<file path="src/rtl/ysyx_25020042_pkg.sv">
// Shared definitions for the ysyx_25020042 instruction fetch unit:
// FSM state encoding, the ebreak encoding and the default boot address.
package ysyx_25020042_pkg;

    localparam logic [31:0] DEFAULT_RESET_PC = 32'h8000_0000;
    localparam logic [31:0] EBREAK_INST      = 32'h0010_0073;
    localparam logic [31:0] INST_BYTES       = 32'd4;

    typedef enum logic [1:0] {
        IFU_REQ  = 2'd0,
        IFU_WAIT = 2'd1,
        IFU_HOLD = 2'd2,
        IFU_HALT = 2'd3
    } ifu_state_e;

    // Fetch addresses are always word aligned; low bits of a target are discarded.
    function automatic logic [31:0] align_pc(input logic [31:0] pc);
        return pc & ~32'd3;
    endfunction

endpackage

</file>
<file path="src/rtl/ysyx_25020042_ifu.sv">
// Instruction fetch unit: one outstanding memory request, a single-entry
// instruction holding register toward the decoder, redirect squashing and ebreak halt.
module ysyx_25020042_ifu
    import ysyx_25020042_pkg::*;
#(
    parameter logic [31:0] RESET_PC = DEFAULT_RESET_PC
) (
    input  logic        clk,
    input  logic        rst,
    output logic        mem_req_valid,
    input  logic        mem_req_ready,
    output logic [31:0] mem_req_addr,
    input  logic        mem_rsp_valid,
    input  logic [31:0] mem_rsp_data,
    output logic        inst_valid,
    input  logic        inst_ready,
    output logic [31:0] inst,
    output logic [31:0] inst_pc,
    input  logic        redirect_valid,
    input  logic [31:0] redirect_pc,
    output logic        halted
);

    ifu_state_e  r_state;
    logic [31:0] r_pc;
    logic        r_drop;
    logic        r_run;
    logic        r_inst_valid;
    logic [31:0] r_inst;
    logic [31:0] r_inst_pc;
    logic        r_halted;

    ifu_state_e  w_state_nxt;
    logic [31:0] w_pc_nxt;
    logic        w_drop_nxt;
    logic        w_inst_valid_nxt;
    logic [31:0] w_inst_nxt;
    logic [31:0] w_inst_pc_nxt;
    logic        w_halted_nxt;

    logic [31:0] w_redirect_pc;
    logic        w_req_fire;

    assign w_redirect_pc = align_pc(redirect_pc);

    // r_run keeps the request line quiet until the first edge after reset release.
    assign mem_req_valid = r_run && (r_state == IFU_REQ);
    assign mem_req_addr  = r_pc;
    assign w_req_fire    = mem_req_valid && mem_req_ready;

    assign inst_valid = r_inst_valid;
    assign inst       = r_inst;
    assign inst_pc    = r_inst_pc;
    assign halted     = r_halted;

    // NOTE: every next-state variable gets its hold value first, so no path
    // through the case statement can leave one unassigned and infer a latch.
    always_comb begin
        w_state_nxt      = r_state;
        w_pc_nxt         = r_pc;
        w_drop_nxt       = r_drop;
        w_inst_valid_nxt = r_inst_valid;
        w_inst_nxt       = r_inst;
        w_inst_pc_nxt    = r_inst_pc;
        w_halted_nxt     = r_halted;

        unique case (r_state)
            IFU_REQ: begin
                if (redirect_valid) begin
                    w_pc_nxt = w_redirect_pc;
                end
                // A request accepted alongside a redirect fetches a stale address.
                if (w_req_fire) begin
                    w_state_nxt = IFU_WAIT;
                    w_drop_nxt  = redirect_valid;
                end
            end

            IFU_WAIT: begin
                if (redirect_valid) begin
                    w_pc_nxt = w_redirect_pc;
                end
                if (mem_rsp_valid) begin
                    w_drop_nxt = 1'b0;
                    if (r_drop || redirect_valid) begin
                        w_state_nxt = IFU_REQ;
                    end else begin
                        w_inst_nxt       = mem_rsp_data;
                        w_inst_pc_nxt    = r_pc;
                        w_inst_valid_nxt = 1'b1;
                        w_state_nxt      = IFU_HOLD;
                    end
                end else if (redirect_valid) begin
                    w_drop_nxt = 1'b1;
                end
            end

            IFU_HOLD: begin
                // Redirect wins over a same-cycle consume: the held word is squashed.
                if (redirect_valid) begin
                    w_inst_valid_nxt = 1'b0;
                    w_pc_nxt         = w_redirect_pc;
                    w_state_nxt      = IFU_REQ;
                end else if (inst_ready) begin
                    w_inst_valid_nxt = 1'b0;
                    if (r_inst == EBREAK_INST) begin
                        w_halted_nxt = 1'b1;
                        w_state_nxt  = IFU_HALT;
                    end else begin
                        w_pc_nxt    = r_pc + INST_BYTES;
                        w_state_nxt = IFU_REQ;
                    end
                end
            end

            IFU_HALT: begin
                w_state_nxt = IFU_HALT;
            end

            default: begin
                w_state_nxt = IFU_REQ;
            end
        endcase
    end

    // NOTE: state registers use non-blocking assignments so every flop samples
    // the pre-edge values; blocking here would create order-dependent races.
    always_ff @(posedge clk or negedge rst) begin
        if (!rst) begin
            r_state      <= IFU_REQ;
            r_pc         <= RESET_PC;
            r_drop       <= 1'b0;
            r_run        <= 1'b0;
            r_inst_valid <= 1'b0;
            r_inst       <= '0;
            r_inst_pc    <= '0;
            r_halted     <= 1'b0;
        end else begin
            r_state      <= w_state_nxt;
            r_pc         <= w_pc_nxt;
            r_drop       <= w_drop_nxt;
            r_run        <= 1'b1;
            r_inst_valid <= w_inst_valid_nxt;
            r_inst       <= w_inst_nxt;
            r_inst_pc    <= w_inst_pc_nxt;
            r_halted     <= w_halted_nxt;
        end
    end

endmodule

</file>
<file path="config.mk">
export PLATFORM = sky130hd
export DESIGN_NAME = ysyx_25020042_ifu
export DESIGN_NICKNAME = d
export VERILOG_FILES = /design/src/rtl/ysyx_25020042_pkg.sv /design/src/rtl/ysyx_25020042_ifu.sv
export SDC_FILE = /design/constraint.sdc
export NUM_CORES = 1
export LEC_CHECK = 0
export BUFFER_PORTS_ARGS = -buffer_cell sky130_fd_sc_hd__buf_2
export CORE_MARGIN = 4
export CORE_UTILIZATION = 45
export CTS_BUF_LIST = sky130_fd_sc_hd__clkbuf_2
export DETAILED_ROUTE_END_ITERATION = 10
export PLACE_DENSITY = 0.73
export SLEW_MARGIN = 0
export SYNTH_ARGS = -nofsm -noshare
export SYNTH_HDL_FRONTEND = slang
export SYNTH_SLANG_ARGS = --single-unit
export TNS_END_PERCENT = 10
</file>
<file path="constraint.sdc">
create_clock -name clk -period 2.37 [get_ports clk]
set_input_delay 0.237 -clock clk [delete_from_list [all_inputs] [get_ports clk]]
set_output_delay 0.237 -clock clk [all_outputs]
set_load 0.01 [all_outputs]
</file>
==> impl_metrics.csv <==
group,metric,value,unit
routing,ant_nets,0,
setup_path,worst-endpoint-required,2.89,ns
synth,synthTopCellsByCount,"97 x dfrtp_1, 60 x mux2_2, 26 x nor2_1",
setup_path,cp-start-kind,"register",
place,port_buffers,162,
synth,ys_seq_area_share,52.11,%
sta,tightest_slew,0.5973,ns
worst_hold_path,hold_class,"primary input to register",
sta,hold_viol_final,0,
clock_network,htreeDepth,3,
synth,postSynthAreaPerCell,11.08,um^2
grt,grt_pass1_wl,21090,um
synth,ys.flop_type,"dfrtp_1",
final_layout,area_growth_syn_to_layout,35.85,%
clock_network,worstSkewPairLatency,0.59,ns
run_status,outcome,"complete, no violations",
sta,slew_headroom,60.18,%
routing,vias,4334,
setup_path,cpMaxStageDelayCell,"dfrtp_1",
sta,min_period,2.166,ns
routing,viasPerCell,5.514,
grt,grt_pass1_vias,4185,
clock_network,path_clk_slew,0.26,ns
routing,drc,0,
grt,antenna_found_initial,1,
routing,wl_per_cell,17.25,um
routing,drtIter0Drc,238,
synth,synth_top_area_share,51.55,%
sta,min_period_over_period,91.38,%
synth,synth_area_leaders,"dfrtp_1 52%, mux2_2 14%, a2bb2oi_1 3.3%, nor3_1 2.4%, o21ai_0 2.2%",
setup_path,crit_chain,"nor4_1, nand3_1, nor4_4, buf_12, nor2_2, buf_4, a2bb2oi_1",
synth,synth_edf_count,0,
setup_path,crit_type,"register to register",
grt,overflow,0,
clock_network,cts-resized-gates,0,
routing,wl,13560,um
floorplan,die-area,0.01216,mm^2
sta,slew_viol_final,0,
clock_network,numCtsBuffers,9,
synth,yosys_warnings,0,
clock_network,cts_root_buffer,"clkbuf_2",
clock_network,post_cts_buffers,0,
sta,clock_skew,0.02100,ns
clock_network,clk_path_buf_depth,2,
synth,yosysTopAreaCell,"dfrtp_1",
grt,grt_use_total,22.55,%
sta,tns,0,ns
floorplan,die_y,110.3,um
place,place_hpwl,8836,um
power_and_ir_drop,power_density,1112,mW/mm^2
synth,synth-seq-cells,98,
floorplan,placementRows,37,
final_layout,layout-drive-gt1-share,39.91,%
floorplan,fp.coreArea,0.01028,mm^2
floorplan,pin_count,169,
place,gp_congestion,0.8227,
power_and_ir_drop,ir_worst_vdd,0.5052,mV
final_layout,final_util,62.24,%
floorplan,die_w,110.3,um
synth,async_flop_share,100.0,%
floorplan,initial_core_util,45.81,%
sta,rsz0062_at_grt,"false",
setup_path,max_stage_delay,0.46,ns
power_and_ir_drop,power.leakage,2.964,nW
final_layout,fillers,851,
setup_path,cp.arrival,2.69,ns
sta,fmax,0.4618,GHz
synth,yosysMostFrequentCell,"dfrtp_1",
synth,ys_types,51,
grt,grt_max_degree,51,
setup_path,worst_setup_path_end_kind,"register",
routing,first_pass_iters,4,
clock_network,ctsHoldBuffers,61,
clock_network,tritoncts,"done",
final_layout,fin_nets,715,
run,maxCapViolCount,0,
clock_network,clock_sinks,98,
synth,syn-instance-count,425,
synth,syn_area,0.004708,mm^2
sta,setup_violations,0,
setup_path,path_max_fanout,36,
[area by class of cell]
type	count	area, um^2	area share [%]
timing repair buffer	239	1574	24.61
tap	136	170.2	2.660
clock inverter	7	46.29	0.7238
sequential	98	2454	38.36
antenna	1	2.502	0.03912
multi-input combinational	291	2086	32.61
inverter	5	18.77	0.2934
clock buffer	9	45.04	0.7042
[through the flow]
stage | cell area, um^2 | power, mW | cells | worst slack [ns] | hold slack (ns)
floorplan | 4720 | 4.979 | 428 | 0.5096 | -0.05859
global placement | 5672 | 6.219 | 706 | 0.3497 | 0.2661
detailed placement | 5672 | 6.348 | 706 | 0.2864 | 0.2727
CTS | 6374 | 7.124 | 783 | 0.2414 | 0.001739
global route | 6396 | 7.646 | 786 | 0.09375 | 0.01917
finish | 6396 | 7.110 | 786 | 0.2044 | 0.04521
[cell usage in the layout, fill, tap and decap left out, types with 6 or more instances in the layout]
cell | netlist | layout
a21oi_1 | 10 | 10
a31oi_1 | 8 | 8
buf_4 | 5 | 13
nor4_1 | 6 | 6
clkbuf_2 | 0 | 9
a2bb2oi_1 | 18 | 18
nor3_1 | 23 | 23
nand3_1 | 17 | 17
o22ai_1 | 9 | 9
nand4_1 | 8 | 8
a211oi_1 | 7 | 7
nand2_1 | 20 | 20
mux2_2 | 60 | 60
buf_2 | 18 | 161
dfrtp_1 | 97 | 97
dlygate4sd3_1 | 0 | 63
o21ai_0 | 21 | 21
nor2_1 | 26 | 26
[cell families (layout without fill, tap and decap cells)]
logic type | after synthesis | after routing | synth area share [%]
AOI/OAI and AO/OA | 99 | 99 | 14.64
adders and majority gates | 1 | 1 | 0.2657
buffers and inverters | 39 | 260 | 3.986
DFF | 98 | 98 | 52.11
muxes | 61 | 61 | 14.56
other | 2 | 6 | 0.1595
and+or+nand+nor | 125 | 125 | 14.27
[power breakdown]
part	internal, mW	switching, mW
logic	1.56	1.55
clock network	0.135	0.572
registers	2.48	0.816
total	4.18	2.93
[path summary, 6_finish.rpt]
kind,endpoint,startpoint,depth (start not counted),slack [ns]
hold reg to reg,halted,halted,1,0.51
max in group asynchronous,mem_req_addr[31],rst,3,1.55
setup / recovery,mem_req_addr[16],inst[27],7,0.20
setup reg to reg,mem_req_addr[16],inst[27],7,0.20
hold / removal,r_state[0],mem_req_ready,5,0.05
min in group asynchronous,mem_req_addr[9],rst,2,0.15
[state kept, by name, indices dropped and copies added, names as in the netlist]
name / flops
inst: 32
inst_pc: 30
mem_req_addr: 30
r_state: 2
halted: 1
inst_valid: 1
r_drop: 1
r_run: 1
[layer usage]
metal,vias up,part of all wire [%],track usage [%]
li1,2030,-,-
met1,2126,40,29.02
met5,-,0,0
met2,150,51,37.52
met4,0,2.4,10.29
met3,28,5.8,3.494
[critical path: cells and delay by family, from the launching register on]
kind	cells	cell delay, ns
and+or+nand+nor	4	1.00
buffers and inverters	2	0.47
DFF	1	0.46
AOI/OAI and AO/OA	1	0.15
Power figures use the tool's default switching activity.
